===== src/rtl/tdm_demux4_4bits_pkg.sv =====
// tdm_demux4_4bits_pkg: shared constants and FSM state type for the TDM demultiplexer
package tdm_demux4_4bits_pkg;
   localparam int NSLOTS    = 4;
   localparam int SW        = $clog2(NSLOTS);
   localparam int DEF_WIDTH = 4;
   typedef enum logic {IDLE, RUN} state_t;
endpackage


===== src/rtl/tdm_demux4_4bits_if.sv =====
// tdm_demux4_4bits_if: TDM demux bus
//   inputs : in_data, in_valid, frame_sync
//   outputs: out0..out3, out_valid (one-hot), slot, frame_done, sync_err, locked
interface tdm_demux4_4bits_if import tdm_demux4_4bits_pkg::*; #(parameter int WIDTH = DEF_WIDTH);
   logic [WIDTH-1:0]  in_data;
   logic              in_valid;
   logic              frame_sync;
   logic [WIDTH-1:0]  out0, out1, out2, out3;
   logic [NSLOTS-1:0] out_valid;
   logic [SW-1:0]     slot;
   logic              frame_done;
   logic              sync_err;
   logic              locked;
   modport master (output in_data, in_valid, frame_sync,
                   input  out0, out1, out2, out3, out_valid, slot, frame_done, sync_err, locked);
   modport slave  (input  in_data, in_valid, frame_sync,
                   output out0, out1, out2, out3, out_valid, slot, frame_done, sync_err, locked);
endinterface


===== src/rtl/tdm_slot_counter.sv =====
// tdm_slot_counter: slot index counter with restart and wrap detection
//   advance: a word is accepted this cycle; restart: frame_sync forces slot 0
//   slot   : slot the next accepted word goes to; wrap: slot 3 is being written now
module tdm_slot_counter import tdm_demux4_4bits_pkg::*; (
   input  logic          clk,
   input  logic          rst_n,
   input  logic          advance,
   input  logic          restart,
   output logic [SW-1:0] slot,
   output logic          wrap
);
   logic [SW-1:0] slot_q, slot_d;
   // a restart with a same-cycle word lands that word in slot 0, so the counter resumes at 1
   always_comb begin
      slot_d = restart ? SW'(advance) : slot_q + SW'(advance);
      wrap   = advance & ~restart & (slot_q == SW'(NSLOTS - 1));
   end
   always_ff @(posedge clk or negedge rst_n)
      if (!rst_n) slot_q <= '0;
      else        slot_q <= slot_d;
   assign slot = slot_q;
endmodule


===== src/rtl/tdm_demux4_4bits.sv =====
// tdm_demux4_4bits: 4-slot TDM demultiplexer with frame lock and sync error detection
//   clk, rst_n (async, active low); bus: slave side of tdm_demux4_4bits_if
module tdm_demux4_4bits import tdm_demux4_4bits_pkg::*; #(
   parameter int WIDTH         = DEF_WIDTH,
   parameter bit CLEAR_ON_SYNC = 1'b0
) (
   input logic               clk,
   input logic               rst_n,
   tdm_demux4_4bits_if.slave bus
);
   state_t            state_q, state_d;
   logic              run, advance, restart, wrap, se_d, fd_q, se_q;
   logic [SW-1:0]     slot, wslot;
   logic [NSLOTS-1:0] ov_q, ov_d;
   logic [WIDTH-1:0]  ch_q [NSLOTS];
   logic [WIDTH-1:0]  ch_d [NSLOTS];
   assign run     = state_q == RUN;
   assign restart = bus.frame_sync;
   // words are only accepted once locked, or on the very cycle that locks
   assign advance = bus.in_valid & (run | bus.frame_sync);
   tdm_slot_counter u_cnt (
      .clk     (clk),
      .rst_n   (rst_n),
      .advance (advance),
      .restart (restart),
      .slot    (slot),
      .wrap    (wrap)
   );
   always_comb begin
      state_d = (run | bus.frame_sync) ? RUN : IDLE;
      wslot   = restart ? '0 : slot;
      ov_d    = advance ? NSLOTS'(1) << wslot : '0;
      se_d    = run & restart & (slot != '0);
      // the write wins over the sync clear for the addressed channel
      for (int i = 0; i < NSLOTS; i++)
         ch_d[i] = (advance && wslot == SW'(i)) ? bus.in_data :
                   (CLEAR_ON_SYNC && restart)  ? '0 : ch_q[i];
   end
   always_ff @(posedge clk or negedge rst_n)
      if (!rst_n) begin
         state_q <= IDLE;
         ov_q    <= '0;
         fd_q    <= 1'b0;
         se_q    <= 1'b0;
         for (int i = 0; i < NSLOTS; i++) ch_q[i] <= '0;
      end else begin
         state_q <= state_d;
         ov_q    <= ov_d;
         fd_q    <= wrap;
         se_q    <= se_d;
         for (int i = 0; i < NSLOTS; i++) ch_q[i] <= ch_d[i];
      end
   assign bus.out0       = ch_q[0];
   assign bus.out1       = ch_q[1];
   assign bus.out2       = ch_q[2];
   assign bus.out3       = ch_q[3];
   assign bus.out_valid  = ov_q;
   assign bus.slot       = slot;
   assign bus.frame_done = fd_q;
   assign bus.sync_err   = se_q;
   assign bus.locked     = run;
endmodule


===== src/flat_wrapper.sv =====
// flat-port wrapper written by rule: the top's interface ports become plain ports
module tdm_demux4_4bits_flat import tdm_demux4_4bits_pkg::*;
#(
   parameter int WIDTH         = DEF_WIDTH,
   parameter bit CLEAR_ON_SYNC = 1'b0
)
  (clk, rst_n, bus_in_data, bus_in_valid, bus_frame_sync, bus_out0, bus_out1, bus_out2, bus_out3, bus_out_valid, bus_slot, bus_frame_done, bus_sync_err, bus_locked);
  tdm_demux4_4bits_if #(.WIDTH(WIDTH)) bus_i ();
  input logic clk;
  input logic rst_n;
  input wire logic [$bits(bus_i.in_data)-1:0] bus_in_data;
  input wire logic [$bits(bus_i.in_valid)-1:0] bus_in_valid;
  input wire logic [$bits(bus_i.frame_sync)-1:0] bus_frame_sync;
  output wire logic [$bits(bus_i.out0)-1:0] bus_out0;
  output wire logic [$bits(bus_i.out1)-1:0] bus_out1;
  output wire logic [$bits(bus_i.out2)-1:0] bus_out2;
  output wire logic [$bits(bus_i.out3)-1:0] bus_out3;
  output wire logic [$bits(bus_i.out_valid)-1:0] bus_out_valid;
  output wire logic [$bits(bus_i.slot)-1:0] bus_slot;
  output wire logic [$bits(bus_i.frame_done)-1:0] bus_frame_done;
  output wire logic [$bits(bus_i.sync_err)-1:0] bus_sync_err;
  output wire logic [$bits(bus_i.locked)-1:0] bus_locked;
  assign bus_i.in_data = bus_in_data;
  assign bus_i.in_valid = bus_in_valid;
  assign bus_i.frame_sync = bus_frame_sync;
  assign bus_out0 = bus_i.out0;
  assign bus_out1 = bus_i.out1;
  assign bus_out2 = bus_i.out2;
  assign bus_out3 = bus_i.out3;
  assign bus_out_valid = bus_i.out_valid;
  assign bus_slot = bus_i.slot;
  assign bus_frame_done = bus_i.frame_done;
  assign bus_sync_err = bus_i.sync_err;
  assign bus_locked = bus_i.locked;
  tdm_demux4_4bits #(.WIDTH(WIDTH), .CLEAR_ON_SYNC(CLEAR_ON_SYNC)) u_core (.clk(clk), .rst_n(rst_n), .bus(bus_i));
endmodule

===== config.mk =====
export PLATFORM = sky130hd
export DESIGN_NAME = tdm_demux4_4bits_flat
export DESIGN_NICKNAME = d
export VERILOG_FILES = /design/src/rtl/tdm_demux4_4bits_pkg.sv /design/src/rtl/tdm_demux4_4bits_if.sv /design/src/rtl/tdm_slot_counter.sv /design/src/rtl/tdm_demux4_4bits.sv /design/src/flat_wrapper.sv
export SDC_FILE = /design/constraint.sdc
export NUM_CORES = 1
export LEC_CHECK = 0
export BUFFER_PORTS_ARGS = -buffer_cell sky130_fd_sc_hd__buf_2
export CAP_MARGIN = 20
export CORE_MARGIN = 3
export CORE_UTILIZATION = 47
export DETAILED_ROUTE_END_ITERATION = 8
export PLACE_DENSITY = 0.76
export SYNTH_ARGS = -nofsm -noshare
export SYNTH_HDL_FRONTEND = slang
export SYNTH_SLANG_ARGS = --single-unit

===== constraint.sdc =====
create_clock -name clk -period 1.8 [get_ports clk]
set_input_delay 0.45 -clock clk [delete_from_list [all_inputs] [get_ports clk]]
set_output_delay 0.45 -clock clk [all_outputs]
set_load 0.02 [all_outputs]

### Word-level counts from Yosys, hierarchy flattened

Cells that the tools add are included.

| storage, ports and cells | value |
|---|---|
| register bits after elaboration | 25 |
| latch bits | 0 |
| RAM bits | 0 |
| ROM bits | 0 |
| input port bits | 8 |
| output and inout bits | 25 |
| word-level logic and storage cells | 32 |
| memories kept | 0 |

| cells by class | value |
|---|---|
| $add $sub $neg | 1 |
| $mul | 0 |
| divide/modulo/power cells | 0 |
| order comparisons | 0 |
| equality and inequality tests | 4 |
| shift operators | 1 |
| multiplexer cells | 4 |
| bitwise gates (word level) | 7 |
| reduce and logical (&&, ||, !) cells | 6 |

Operator list:

| operator | number |
|---|---|
| equality test 2 bit, second input constant | 3 |
| bitwise AND 1 bit | 5 |
| logical AND 1 bit | 4 |
| two-way mux 2 bit | 2 |
| two-way mux 4 bit | 1 |
| left shift 1 x 2 -> 4 bit, first input constant | 1 |
| adder 2 x 1 -> 2 bit | 1 |
| equality test 2 x 1 -> 1 bit, second input constant | 1 |
| zero test 2 bit | 1 |
| nonzero test 2 bit | 1 |
| two-way mux 1 bit | 1 |
| NOT 1 bit | 1 |
| bitwise OR 1 bit | 1 |

### Longest topological paths before layout

| depth | value |
|---|---|
| word-level depth | 4 |
| gate-level depth with buffers | 5 |
| gate-level depth less buffers | 5 |

### Hierarchy

From an unflattened synthesis, not the netlist that was laid out.

| second synthesis, totals | value |
|---|---|
| cell total of the unflattened synthesis | 60 |
| area, all modules | 938.4 µm² |

By module, submodules not included:

| module | instances | cells each | area each (µm²) | seq. area each (µm²) |
|---|---|---|---|---|
| tdm_demux4_4bits | 1 | 53 | 837.1 | 575.6 |
| tdm_slot_counter | 1 | 7 | 101.3 | 50.0 |

### Worst setup path after synthesis

OpenSTA, ideal clock, no wires.

| timing path | value |
|---|---|
| path type | register -> register |
| start point | reg u_core.state_q (netlist: u_core.bus.locked) |
| end point | reg u_core.ch_q, in the netlist u_core.bus.out1[0] |
| library setup time | 125 ps |
| arrival | 1371 ps |
| data required time | 1675 ps |
| slack | 304 ps |
| stages on the path, launching flop included | 4 |
| path buffers | 0 |
| path through | dfrtp_1 -> nand2_2 -> nor4b_4 -> mux2_2 |

| on the way | value |
|---|---|
| cells in the longest elaborated chain, start to end | 3 |

RTL lines:

| item | RTL line | RTL |
|---|---|---|
| start, declared | tdm_demux4_4bits.sv:11 | `state_t state_q, state_d;` |
| start signal, assigned | tdm_demux4_4bits.sv:47 | `state_q <= state_d;` |
| bitwise OR 1 bit | tdm_demux4_4bits.sv:20 | `assign advance = bus.in_valid & (run \| bus.frame_sync);` |
| bitwise AND 1 bit | tdm_demux4_4bits.sv:20 |  |
| logical AND 1 bit | tdm_demux4_4bits.sv:36 | `ch_d[i] = (advance && wslot == SW'(i)) ? bus.in_data :` |
| end, declared | tdm_demux4_4bits.sv:15 | `logic [WIDTH-1:0] ch_q [NSLOTS];` |

No other way between the ends.
A chain may end at the register's enable or synchronous reset.

### Final worst setup path

Same ends and word-level chain as after synthesis.

==> impl_results.md <==
- Syn nets: 67
- CTS-repair resized insts: 0
- Final wirelength: 1640 µm
- Cell variety after synth: 16
- Peak supply drop: 0.743 mV
- Vias in the first global route: 567
- Final max-slew violation count: 0
- Cell Area, Synth: 961 µm²
- Unrepaired setup endpoints after global routing: no
- PnR worst setup slack: 0.240 ns
- Total power: 1.48 mW
- Cell area after layout: 0.00119 mm²
- Final hold vios: 0
- FILL cells: 148
- Critical path buffer and inverter count: 0
- Ant. Diodes: 0
- Slew headroom: 0.655
- Slew @ Worst Pin: 0.518 ns
- Synth Register Bits: 25
- Mapped Cells: 58
- Final RePlAce weighted congestion: 0.795
- Startpoint Class: flop
- Crit. End Element: flop
- Post-DP HPWL: 1250 µm
- Hold-fix buffer count after cts: 0
- Post-CTS Setup Repair Bufs: 0
- Vias: 580
- Post-synthesis average cell area: 16.6 µm²
- Initial antenna violation count: 0
- Setup TNS: 0 ns
- Via-to-Cell Ratio: 4.83
- Skew final: 0.000830 ns
- Share of layout cells above drive strength 1: 0.611
- Clk sinks: 25
- Largest net degree at the start of global routing: 26
- Period utilization: 0.866
- CORE AREA: 0.00182 mm²
- Power density over the cells: 1250 mW/mm²
- Total global-route track usage: 0.140
- First-pass GRT wire length: 2700 µm
- First drt pass iteration count: 1
- CP top delay family: simple AND/OR/NAND/NOR gates
- Max cap viols: 0
- Num rows: 15
- DR WL/cell: 13.7 µm
- Final ANT Viol Nets: 0
- Total CTS buffers: 3
- Sequential area share after synthesis: 0.651
- Arr. time, crit path: 1.76 ns
- Final core utilization: 0.652
- Cells along the critical path: nand2_2 -> nor4b_4 -> mux2_2
- Syn-to-layout area delta: 23.6%
- CTS H-tree lvls: 1
- Die area: 0.00262 mm²
- DP Worst Slack: 0.0917 ns
- Run status: finished clean
- Grt total ovfl: 0
- DRC: 0
- Hold Crit Class: in -> async
- Initial DRC Count: 0
- Critical path class: reg -> reg
- Root buffer cell: clkbuf_4
- Syn. warnings: 0
- Crit path max fanout: 5
- Worst path required time: 2.00 ns
- IO Pins: 33
- Fin crit period: 1.56 ns
- Max clock buf depth: 2
- Clock latency on the worst-skew pair: 0.30 ns
- Nets: 105
- Clock slew at reported path FFs: 0.13 ns
- Die height: 51.2 µm
- Placed cell area: 0.00116 mm²
- CTS tree: yes
- Port bufs: 32
- Die X-Extent: 51.2 µm
- CP peak stage delay: 0.49 ns
- Leak pwr: 0.614 nW
- Slowest CP cell: nor4b_4
- Starting Density: 0.528
- Fmax: 0.641 GHz
- Final setup fails: 0
[final cells by class]
cell class / count / area, µm² / area share
clock buffer: 3 / 22.5 / 0.0190
timing repair buffer: 33 / 168 / 0.141
multi-input combinational: 30 / 324 / 0.273
inverter: 3 / 11.3 / 0.00948
sequential: 25 / 626 / 0.527
tap: 25 / 31.3 / 0.0263
clock inverter: 1 / 5.00 / 0.00421
[routing by layer]
metal  vias up  track usage  share of wire
li1        281            -              -
met1       277        0.189           0.45
met2        20        0.227           0.48
met3         2       0.0321          0.063
met4         0       0.0393         0.0037
met5         -            0              0
[report_power, final]
group	switching, mW	internal [mW]	leakage, nW
combinational	0.282	0.202	0.286
clock	0.152	0.0827	0.0177
sequential	0.0713	0.689	0.310
total	0.505	0.974	0.614
[cell usage in the layout (no fill, tap or decap), types with 2 or more instances in the layout]
cell,instances
clkbuf_4,3
inv_1,3
dfrtp_1,25
mux2_2,16
buf_2,32
nor4b_4,2
[cells in the mapped netlist]
cell | number | area share
dfrtp_1 | 25 | 0.65
mux2_2 | 16 | 0.19
inv_1 | 3 | 0.012
nor4b_4 | 2 | 0.049
and2_1 | 1 | 0.0065
ha_1 | 1 | 0.013
nand2_1 | 1 | 0.0039
nand2_2 | 1 | 0.0065
nand4_1 | 1 | 0.0065
nor2_1 | 1 | 0.0039
nor2b_1 | 1 | 0.0065
o211a_1 | 1 | 0.010
o21ai_0 | 1 | 0.0052
o31ai_4 | 1 | 0.022
or2_2 | 1 | 0.0065
xnor2_1 | 1 | 0.0091
[final timing paths]
path / end / depth (start not counted) / slack, ns / start
setup / recovery: u_core.bus.out1[0] / 3 / 0.24 / u_core.bus.locked
hold / removal: u_core.bus.locked / 1 / 0.10 / rst_n
setup reg to reg: u_core.bus.out1[0] / 3 / 0.24 / u_core.bus.locked
hold reg to reg: u_core.bus.out0[3] / 1 / 0.52 / u_core.bus.out0[3]
max in group asynchronous: u_core.bus.out1[0] / 1 / 1.36 / rst_n
min in group clk: u_core.bus.out0[3] / 2 / 0.41 / bus_in_data[3]
[metrics by stage]
step | cells | hold slack [ns]
2_1_floorplan | 58 | 0.154
3_3_place_gp | 116 | 0.457
3_5_place_dp | 116 | 0.458
4_1_cts | 120 | 0.114
5_1_grt | 120 | 0.114
6_report | 120 | 0.101
[sequential cells by signal, indices dropped and copies added, names as in the netlist]
name and count:
u_core.bus.out1 4, u_core.bus.out_valid 4, u_core.bus.out2 4, u_core.bus.out3 4
u_core.bus.locked 1, u_core.bus.out0 4, u_core.bus.sync_err 1, u_core.bus.frame_done 1
u_core.u_cnt.slot 2
[logic make-up (layout without fill, tap and decap cells)]
group | after synthesis | count (layout) | synth area share
buffers and inverters | 3 | 40 | 0.0117
muxes | 16 | 16 | 0.187
xor gates and xnor gates | 1 | 1 | 0.00912
adders and majority gates | 1 | 1 | 0.0130
AOI/OAI and AO/OA | 3 | 3 | 0.0378
and+or+nand+nor | 9 | 9 | 0.0899
DFF | 25 | 25 | 0.651
(Power assumes the default switching activity.)
